<file path="src/rtl/rom_port_arbiter.sv">
// Two-requester, round-robin arbiter in front of a single ROM read port.
// One transaction in flight at a time; every output comes straight from a flop.

`ifndef RISCV_ADDR_WIDTH
`define RISCV_ADDR_WIDTH 32
`endif
`ifndef RISCV_WORD_WIDTH
`define RISCV_WORD_WIDTH 32
`endif

module rom_port_arbiter #(
  parameter int ADDR_WIDTH     = `RISCV_ADDR_WIDTH,
  parameter int DATA_WIDTH     = `RISCV_WORD_WIDTH,
  parameter int TIMEOUT_CYCLES = 15
) (
  input  logic                  clk,
  input  logic                  rst_n,
  input  logic                  m0_valid_i,
  input  logic [ADDR_WIDTH-1:0] m0_addr_i,
  output logic                  m0_ready_o,
  output logic [DATA_WIDTH-1:0] m0_rdata_o,
  output logic                  m0_err_o,
  input  logic                  m1_valid_i,
  input  logic [ADDR_WIDTH-1:0] m1_addr_i,
  output logic                  m1_ready_o,
  output logic [DATA_WIDTH-1:0] m1_rdata_o,
  output logic                  m1_err_o,
  output logic                  rom_valid_o,
  output logic [ADDR_WIDTH-1:0] rom_addr_o,
  input  logic                  rom_ready_i,
  input  logic [DATA_WIDTH-1:0] rom_rdata_i,
  output logic                  busy_o
);

  typedef enum logic [1:0] {
    IDLE = 2'd0,
    WAIT = 2'd1,
    RESP = 2'd2
  } state_e;

  localparam logic [7:0] TIMEOUT_LIMIT = 8'(TIMEOUT_CYCLES);

  state_e                state_q, state_d;
  logic [7:0]            cnt_q, cnt_d;
  logic                  last_gnt_q, last_gnt_d;
  logic                  rom_valid_q, rom_valid_d;
  logic [ADDR_WIDTH-1:0] rom_addr_q, rom_addr_d;
  logic [1:0]            ready_q, ready_d;
  logic [1:0]            err_q, err_d;
  logic [DATA_WIDTH-1:0] m0_rdata_q, m0_rdata_d;
  logic [DATA_WIDTH-1:0] m1_rdata_q, m1_rdata_d;
  logic                  busy_q, busy_d;

  logic                  grant_sel;
  logic                  resp_fire;
  logic                  resp_err;
  logic [DATA_WIDTH-1:0] resp_data;

  // last_gnt doubles as the index of the requester currently being served.
  always_comb begin
    state_d     = state_q;
    cnt_d       = cnt_q;
    last_gnt_d  = last_gnt_q;
    rom_valid_d = 1'b0;
    rom_addr_d  = rom_addr_q;
    ready_d     = 2'b00;
    err_d       = 2'b00;
    m0_rdata_d  = m0_rdata_q;
    m1_rdata_d  = m1_rdata_q;
    grant_sel   = ~last_gnt_q;
    resp_fire   = 1'b0;
    resp_err    = 1'b0;
    resp_data   = '0;

    case (state_q)
      IDLE: begin
        if (m0_valid_i || m1_valid_i) begin
          if (!(m0_valid_i && m1_valid_i)) begin
            grant_sel = m1_valid_i;
          end
          last_gnt_d  = grant_sel;
          rom_valid_d = 1'b1;
          rom_addr_d  = grant_sel ? m1_addr_i : m0_addr_i;
          cnt_d       = '0;
          state_d     = WAIT;
        end
      end
      WAIT: begin
        cnt_d = cnt_q + 8'd1;
        // A ROM strobe on the timeout edge still delivers real data.
        if (rom_ready_i) begin
          resp_fire = 1'b1;
          resp_data = rom_rdata_i;
        end else if (cnt_d == TIMEOUT_LIMIT) begin
          resp_fire = 1'b1;
          resp_err  = 1'b1;
        end
        if (resp_fire) begin
          state_d             = RESP;
          ready_d[last_gnt_q] = 1'b1;
          err_d[last_gnt_q]   = resp_err;
          if (last_gnt_q) begin
            m1_rdata_d = resp_data;
          end else begin
            m0_rdata_d = resp_data;
          end
        end
      end
      RESP: begin
        state_d = IDLE;
      end
      default: begin
        state_d = IDLE;
      end
    endcase

    busy_d = (state_d != IDLE);
  end

  always_ff @(posedge clk or negedge rst_n) begin
    if (!rst_n) begin
      state_q     <= IDLE;
      cnt_q       <= '0;
      last_gnt_q  <= 1'b1;
      rom_valid_q <= 1'b0;
      rom_addr_q  <= '0;
      ready_q     <= 2'b00;
      err_q       <= 2'b00;
      m0_rdata_q  <= '0;
      m1_rdata_q  <= '0;
      busy_q      <= 1'b0;
    end else begin
      state_q     <= state_d;
      cnt_q       <= cnt_d;
      last_gnt_q  <= last_gnt_d;
      rom_valid_q <= rom_valid_d;
      rom_addr_q  <= rom_addr_d;
      ready_q     <= ready_d;
      err_q       <= err_d;
      m0_rdata_q  <= m0_rdata_d;
      m1_rdata_q  <= m1_rdata_d;
      busy_q      <= busy_d;
    end
  end

  assign rom_valid_o = rom_valid_q;
  assign rom_addr_o  = rom_addr_q;
  assign m0_ready_o  = ready_q[0];
  assign m0_err_o    = err_q[0];
  assign m0_rdata_o  = m0_rdata_q;
  assign m1_ready_o  = ready_q[1];
  assign m1_err_o    = err_q[1];
  assign m1_rdata_o  = m1_rdata_q;
  assign busy_o      = busy_q;

endmodule
</file>
<file path="config.mk">
export PLATFORM = sky130hd
export DESIGN_NAME = rom_port_arbiter
export DESIGN_NICKNAME = d
export VERILOG_FILES = /design/src/rtl/rom_port_arbiter.sv
export SDC_FILE = /design/constraint.sdc
export NUM_CORES = 1
export LEC_CHECK = 0
export CORE_MARGIN = 2
export CORE_UTILIZATION = 40
export DETAILED_ROUTE_END_ITERATION = 10
export DONT_BUFFER_PORTS = 1
export PLACE_DENSITY = 0.59
export SYNTH_ARGS = -nofsm -noshare
export SYNTH_HDL_FRONTEND = slang
export SYNTH_SLANG_ARGS = --single-unit
</file>
<file path="constraint.sdc">
create_clock -name clk -period 2.4 [get_ports clk]
set_clock_uncertainty 0.1 [all_clocks]
set_input_delay 0.24 -clock clk [delete_from_list [all_inputs] [get_ports clk]]
set_output_delay 0.24 -clock clk [all_outputs]
set_load 0.02 [all_outputs]
</file>
==> After elaboration in Yosys (flattened, before gate mapping) <==
Cells that the tools add are included.
{ "totals": {"reg_bits": 113, "input_bits": 101, "out_inout_bits": 102, "elab_cells": 51} }
{ "op_classes": {"add_sub_neg": 1, "magnitude_cmp": 2, "eq_ne": 3, "muxes": 23, "bitwise": 2, "reduce_logical": 10} }
{ "ops": {"columns": ["cell", "n"], "rows": [
  ["$mux 32", 2],
  ["$pmux 8 s2", 1],
  ["$mux 2", 6],
  ["$mux 1", 11],
  ["$add 8x1->8 const B", 1],
  ["$eq 8x4->1 const B", 1],
  ["$mux 8", 1],
  ["$reduce_and 3->1", 2],
  ["$pmux 2 s2", 1],
  ["$reduce_and 2->1", 2],
  ["$reduce_bool 2->1", 2],
  ["$and 2x2->2", 1],
  ["$eq 2x1->1 const B", 1],
  ["$logic_and 1x1->1", 2],
  ["$logic_not 2->1", 1],
  ["$lt 1x2->1 const B", 1],
  ["$ne 2x2->1 const B", 1],
  ["$demux 1 s1", 1],
  ["$ge 1x1->1 const B", 1],
  ["$logic_or 1x1->1", 1],
  ["$not 1->1", 1]
]} }

==> Longest topological paths before layout <==
Gate-level depths: netlist of the first run.
{ "logic_depth": {"ltp_word": 8, "depth_mapped": 9, "ltp_nobuf": 6} }

==> Worst setup path before layout of the first run <==
OpenSTA, ideal clock, no wires.
{ "synth_path": {"kind": "reg2reg", "from": "register cnt_q[0]", "to": "register m1_rdata_q[10] (netlist: m1_rdata_o[10])", "setup_time_ns": 0.125, "arrival_ns": 1.904, "t_required_ns": 2.175, "setup_slack_ns": 0.270, "path_stages_with_launch": 10, "n_path_buf": 3, "period_less_slack_ns": 2.130, "cell_sequence": "dfrtp_1 > buf_4 > inv_1 > ha_1 > or3b_4 > a2111oi_4 > o22a_4 > buf_12 > buf_12 > o21ai_2"} }
{ "synth_between": {"elab_chain_len": 6} }
{ "synth_lines": {"columns": ["element", "line_no", "rtl"], "rows": [
  ["start: declaration", "44", "logic [7:0] cnt_q, cnt_d;"],
  ["start signal: assignment", "134", "cnt_q <= cnt_d;"],
  ["$add 8x1->8", "89", "cnt_d = cnt_q + 8'd1;"],
  ["$eq 8x4->1", "94", "end else if (cnt_d == TIMEOUT_LIMIT) begin"],
  ["$mux 1", "94", null],
  ["$mux 1", "91", "if (rom_ready_i) begin"],
  ["$mux 1", "75", "case (state_q)"],
  ["$reduce_and 3->1 (no line)", null, null],
  ["end signal: assignment", "141", "m1_rdata_q <= m1_rdata_d;"],
  ["end: declaration", "51", "logic [DATA_WIDTH-1:0] m1_rdata_q, m1_rdata_d;"]
]} }
No other way between the ends. The select of a mux whose other input is x is not followed.
A chain may end at the register's enable or synchronous reset.

==> Final worst setup path of the first run <==
{ "layout_path": {"from": "register cnt_q[0]", "to": "register m1_rdata_q[6] (netlist: m1_rdata_o[6])"} }
Same word-level chain as after synthesis.

==> impl_metrics.json, run 1 <==
{
  "outcome": "complete, but fails checks",
  "failed_checks": "hold timing",
  "netlist.area_leader.share": 0.508,
  "cts_resized": 0,
  "worstReg2RegEnd": "m1_rdata_o[6]$_DFFE_PN0P_",
  "r2r_slack_ns": 0.13,
  "yosys-top-cells-count": "dfrtp_1 (112), nand2_1 (102), a22oi_1 (64), o21ai_0 (57), o21ai_2 (50)",
  "critPathArrivalTime_ns": 2.46,
  "wire_per_inst_um": 18.9,
  "slowest_stage": "dfrtp_1",
  "grt_overflow": 0,
  "detail-route-antenna-nets": 0,
  "die_h_um": 121,
  "max_stage_delay_ns": 0.45,
  "fin_crit_ns": 2.27,
  "place_ws_ns": 0.135,
  "finalSetupTns_ns": 0,
  "yosysUniqueCellTypes": 48,
  "ir_drop_uv": 587,
  "fin_crit_sh": 0.948,
  "layout.nets": 705,
  "path_clk_slew_ns": 0.05,
  "io_pins": 203,
  "antenna_found_initial": 0,
  "post_cts_buffers": 0,
  "setup_viol_count_final": 0,
  "worst_slew_pin_slew_ns": 1.13,
  "fp.dieArea_um2": 14700,
  "relSlewSlack": 0.245,
  "power_leakage_nw": 2.95,
  "synth_most_common_cell": "dfrtp_1",
  "grt_pass1_vias": 4520,
  "clockRootBuffer": "clkbuf_16",
  "placed_cells": 660,
  "synth_top_area_cell": "dfrtp_1",
  "hpwl_um": 8960,
  "gp_congestion": 0.802,
  "grt_max_degree": 114,
  "syn2layout_area_growth_pct": 27.4,
  "final_max_slew_viol_count": 0,
  "synth_edf_count": 0,
  "vias_per_cell": 5.60,
  "synth.yosys.seq_area_share": 0.513,
  "drt-initial-drc-count": 412,
  "worstRegToRegCells": 7,
  "stdcell_count": 789,
  "finalWirelength_um": 14900,
  "post_route_cells_drive_above_1_share": 0.170,
  "synth_area_um2": 5510,
  "worstReg2RegStart": "cnt_q[0]$_DFFE_PN0P_",
  "fin_hold_ws_ns": -0.574,
  "cts_hold_buf": 99,
  "syn_avg_cell_area_um2": 10.8,
  "synthTopCellsByArea": "dfrtp_1 (51%), a22oi_1 (8.7%), o21ai_2 (7.9%)",
  "hold_violations": 113,
  "power_density_nw_per_um2": 1320,
  "fin_util": 0.526,
  "track_usage": 0.211,
  "synth_ff_type": "dfrtp_1",
  "cp.required_ns": 2.58,
  "async_reset_ff_frac": 1.00,
  "rsz0062_at_grt": "false",
  "cts_buffers": 17,
  "cp-start-kind": "flop",
  "grt_pass1_wl_um": 24000,
  "syn_inst": 511,
  "fin_ws_ns": 0.125,
  "drv_cap": 0,
  "synth_seq_cells": 113,
  "drt_drc_violations_left": 0,
  "drt_pass1_iterations": 5,
  "cts_max_level": 4,
  "vias": 4417,
  "cts.sinks": 113,
  "die_w_um": 121,
  "cts_tree": "done",
  "fmax_ghz": 0.440,
  "end_kind": "flop",
  "hold_class": "primary input to asynchronous set/reset pin",
  "yosys_warnings": 0,
  "rows": 42,
  "path_max_fanout": 34,
  "n_antenna_cell": 0,
  "cp_cell_sequence": "inv_1, ha_1, or3b_4, nor4_1, o22a_4, buf_12, o21ai_0",
  "crit_type": "flop to flop",
  "coreArea_um2": 13300,
  "clockBufferDepth": 2,
  "io_buffers": 0,
  "worst_skew_pair.late_latency_ns": 0.41,
  "syn_nets": 614,
  "initial_core_util": 0.413
}
state kept, by name (all words and copies together) (netlist names):
| signal | flops |
|---|---|
| err_q | 2 |
| rom_valid_o | 1 |
| rom_addr_o | 32 |
| busy_o | 1 |
| state_q | 2 |
| ready_q | 2 |
| cnt_q | 8 |
| m1_rdata_o | 32 |
| m0_rdata_o | 32 |
| last_gnt_q | 1 |
cells by family after synthesis:
kind of cell / after synthesis / share of synthesized area
fa+ha+maj: 2 / 0.00454
xor+xnor: 1 / 0.00159
buf+inv: 47 / 0.0783
mux: 33 / 0.0601
flops: 113 / 0.513
compound gates: 189 / 0.246
simple gates: 126 / 0.0962
worst max path at each step:
stage                         start                         end  cells after the start
5_1_grt        cnt_q[0]$_DFFE_PN0P_   m1_rdata_o[6]$_DFFE_PN0P_                      7
3_5_place_dp   cnt_q[0]$_DFFE_PN0P_   m1_rdata_o[6]$_DFFE_PN0P_                      7
6_report       cnt_q[0]$_DFFE_PN0P_   m1_rdata_o[6]$_DFFE_PN0P_                      7
4_1_cts        cnt_q[0]$_DFFE_PN0P_   m1_rdata_o[6]$_DFFE_PN0P_                      7
3_3_place_gp   cnt_q[0]$_DFFE_PN0P_   m1_rdata_o[0]$_DFFE_PN0P_                      7
2_1_floorplan  cnt_q[0]$_DFFE_PN0P_  m1_rdata_o[10]$_DFFE_PN0P_                      9
cell usage in the layout, fill, tap and decap left out, types with 2 or more instances in the layout:
master,n
clkbuf_1,4
nand2_1,102
a21oi_1,4
mux2i_1,32
ha_1,2
nor3_1,2
o21ai_2,50
clkinv_2,4
dlygate4sd3_1,99
buf_12,3
nor2_1,3
nand3_1,5
inv_1,4
a31oi_1,2
o21ai_0,57
and3_1,2
o31ai_1,3
a22oi_1,64
buf_4,12
clkbuf_16,17
clkbuf_8,3
dfrtp_1,112
nor2_2,2
nand3b_1,2
area by class of cell:
cell class	count	area, um2
Fill cell	1159	6320
Sequential cell	113	2830
Multi-Input combinational cell	351	2280
Timing Repair Buffer	114	1140
Clock buffer	24	482
Tap cell	176	220
Clock inverter	6	57.6
Inverter	5	18.8
per-layer routing:
metal,GRT usage,share of wire
met1,0.248,0.38
met2,0.347,0.51
met3,0.0846,0.093
met4,0.0805,0.017
met5,0,0
per-stage QoR:
stage	area, um2	power [mW]
final	7030	9.30
after detailed placement	5500	6.81
after global routing	7030	9.92
after global placement	5500	6.67
after floorplan	5510	6.23
after CTS	7030	9.35
critical path: cells and delay by family (launching register included):
kind | cells | cell delay (ns)
AND/OR/NAND/NOR | 2 | 0.75
flip-flops | 1 | 0.45
AO/OA/AOI/OAI | 2 | 0.38
buffers and inverters | 2 | 0.31
adder cells (fa/ha/maj) | 1 | 0.13
where the power goes:
group          switching (mW)  internal, mW
clock network           0.821          1.48
registers                1.71          2.70
logic                    1.36          1.23
total                    3.89          5.42
(Power assumes the default switching activity.)
==> run 2, diff against run 1 <==
- CORE_UTILIZATION: 40 -> 25
- GPL_TIMING_DRIVEN: not set -> 0
- PLACE_DENSITY: 0.59 -> 0.43
==> run 2 against run 1 <==
Effect of this change: the run still ends with hold timing left; maximum frequency up 3.0%; final cell count up 17%; sequential power about the same; die area up 58%; via count up 2.4%; utilization down 18 points; sequential share of layout area down 2.6 points; critical path type unchanged.
==> impl_metrics.json, run 2 (synthesis gave the netlist of run 1 again) <==
{
  "initial_core_util": 0.253,
  "wl_met1_um": 6990,
  "outcome": "complete, but fails checks",
  "layout_commonest_cell": "dfrtp_1",
  "rows": 54,
  "layout.nets": 731,
  "grt_max_degree": 114,
  "gp_congestion": 0.770,
  "track_usage": 0.150,
  "io_pins": 203,
  "worstReg2RegStart": "cnt_q[0]$_DFFE_PN0P_",
  "hold_class": "primary input to asynchronous set/reset pin",
  "combPwrFrac": 0.279,
  "seq_area_um2": 2830,
  "drt_pass1_iterations": 4,
  "grt_pass1_wl_um": 27200,
  "total_power_mw": 9.99,
  "syn2layout_area_growth_pct": 36.2,
  "swShare": 0.419,
  "rsz0062_at_grt": "false",
  "post_route_cells_drive_above_1_share": 0.189,
  "failed_checks": "hold timing",
  "cts_max_level": 4,
  "topRoutingLayerUsed": "met4",
  "setup_viol_count_final": 0,
  "placed_cells": 791,
  "finalSetupTns_ns": 0,
  "crit_type": "flop to flop",
  "clockBufferDepth": 2,
  "hpwl_um": 11700,
  "fin_crit_ns": 2.21,
  "antenna_found_initial": 2,
  "multi_input_area_um2": 2260,
  "fmax_ghz": 0.453,
  "worst_slew_pin_slew_ns": 0.928,
  "num-fill-cells": 2171,
  "vias_per_cell": 4.90,
  "clockPowerShare": 0.279,
  "finalWirelength_um": 17400,
  "drv_cap": 0,
  "r2r_slack_ns": 0.19,
  "detail-route-antenna-nets": 0,
  "path_max_fanout": 10,
  "clockRootBuffer": "clkbuf_16",
  "dr_wl_met2_um": 8380,
  "wl_met3_um": 1800,
  "fin_crit_sh": 0.921,
  "worst_skew_pair.late_latency_ns": 0.41,
  "drt-initial-drc-count": 232,
  "final_max_slew_viol_count": 0,
  "fp.dieArea_um2": 23300,
  "end_kind": "flop",
  "ir_drop_uv": 538,
  "p_switching_mw": 4.19,
  "cts_hold_buf": 98,
  "path_clk_slew_ns": 0.06,
  "worstReg2RegEnd": "m0_rdata_o[6]$_DFFE_PN0P_",
  "worstRegToRegCells": 9,
  "relSlewSlack": 0.376,
  "wire_per_inst_um": 18.8,
  "cts.sinks": 113,
  "cts_buffers": 17,
  "die_h_um": 153,
  "stdcell_count": 923,
  "power_leakage_nw": 3.10,
  "grt_pass1_vias": 4704,
  "final_cell_mix": "dfrtp_1 (112), nand2_1 (102), dlygate4sd3_1 (98), a22oi_1 (64), o21ai_0 (57)",
  "hold_violations": 113,
  "grt_overflow": 0,
  "coreArea_um2": 21800,
  "seqPwrFrac": 0.442,
  "vias": 4522,
  "cts_tree": "done",
  "io_buffers": 0,
  "power_density_nw_per_um2": 1330,
  "cp.required_ns": 2.59,
  "die_w_um": 153,
  "critPathArrivalTime_ns": 2.40,
  "cp-start-kind": "flop",
  "drt_drc_violations_left": 0,
  "p_int_mw": 5.80,
  "fin_hold_ws_ns": -0.581
}
==> run 2: worst max-delay path by stage <==
stage	from	endpoint	slack, ns	depth (start not counted)
2_1_floorplan	cnt_q[0]$_DFFE_PN0P_	m1_rdata_o[10]$_DFFE_PN0P_	0.27	9
3_3_place_gp	cnt_q[0]$_DFFE_PN0P_	m0_rdata_o[4]$_DFFE_PN0P_	0.07	9
3_5_place_dp	cnt_q[0]$_DFFE_PN0P_	m0_rdata_o[3]$_DFFE_PN0P_	0.03	9
4_1_cts	cnt_q[0]$_DFFE_PN0P_	m0_rdata_o[3]$_DFFE_PN0P_	0.03	9
5_1_grt	state_q[1]$_DFF_PN0_	m1_rdata_o[2]$_DFFE_PN0P_	0.04	5
6_report	cnt_q[0]$_DFFE_PN0P_	m0_rdata_o[6]$_DFFE_PN0P_	0.19	9
==> run 2: cell type report <==
cell class	count	area share
diodes	2	0.000666
inverters	5	0.00250
multi-input cells	351	0.301
well taps	280	0.0466
repair buffers	98	0.131
plain buffers	42	0.0565
flip-flops and latches	113	0.377
clock buffers	18	0.0585
clock inverters	14	0.0272
==> run 2: power groups by stage <==
| stage | combinational (mW) | clock [mW] | sequential, mW |
|---|---|---|---|
| finish | 2.78 | 2.79 | 4.42 |
| CTS | 2.79 | 2.85 | 4.42 |
| global placement | 2.48 | 0 | 4.43 |
| global route | 3.13 | 2.94 | 4.54 |
| floorplan | 2.10 | 0 | 4.13 |
| detailed placement | 2.59 | 0 | 4.44 |
==> run 2: what timing repair did <==
| action | in CTS | in global routing |
|---|---|---|
| buffers inserted | 0 | 0 |
| hold endpoints to repair | 213 | 113 |
| resized for setup | 0 | 8 |
| endpoints found under the setup margin | 0 | 88 |
==> run 2: metal layers <==
layer,GRT usage,vias to the layer above
met2,0.248,199
met5,0,-
met1,0.174,2233
met3,0.0725,15
met4,0.0459,0
li1,-,2075
==> run 2: critical path, cell delays in order (launching register included) <==
cell	delay, ns
dfrtp_1	0.39
buf_4	0.17
inv_1	0.06
ha_1	0.13
or3b_4	0.40
a2111oi_4	0.25
o22a_4	0.22
buf_12	0.15
buf_12	0.15
o21ai_2	0.07
==> run 2: per-stage QoR <==
stage / setup WS, ns / util / instance area, um2
after floorplan: 0.270 / - / 5510
after global placement: 0.0679 / 0.270 / 5860
after detailed placement: 0.0347 / 0.270 / 5860
after CTS: 0.0281 / 0.344 / 7490
after global routing: 0.0352 / 0.345 / 7510
final: 0.191 / 0.345 / 7510
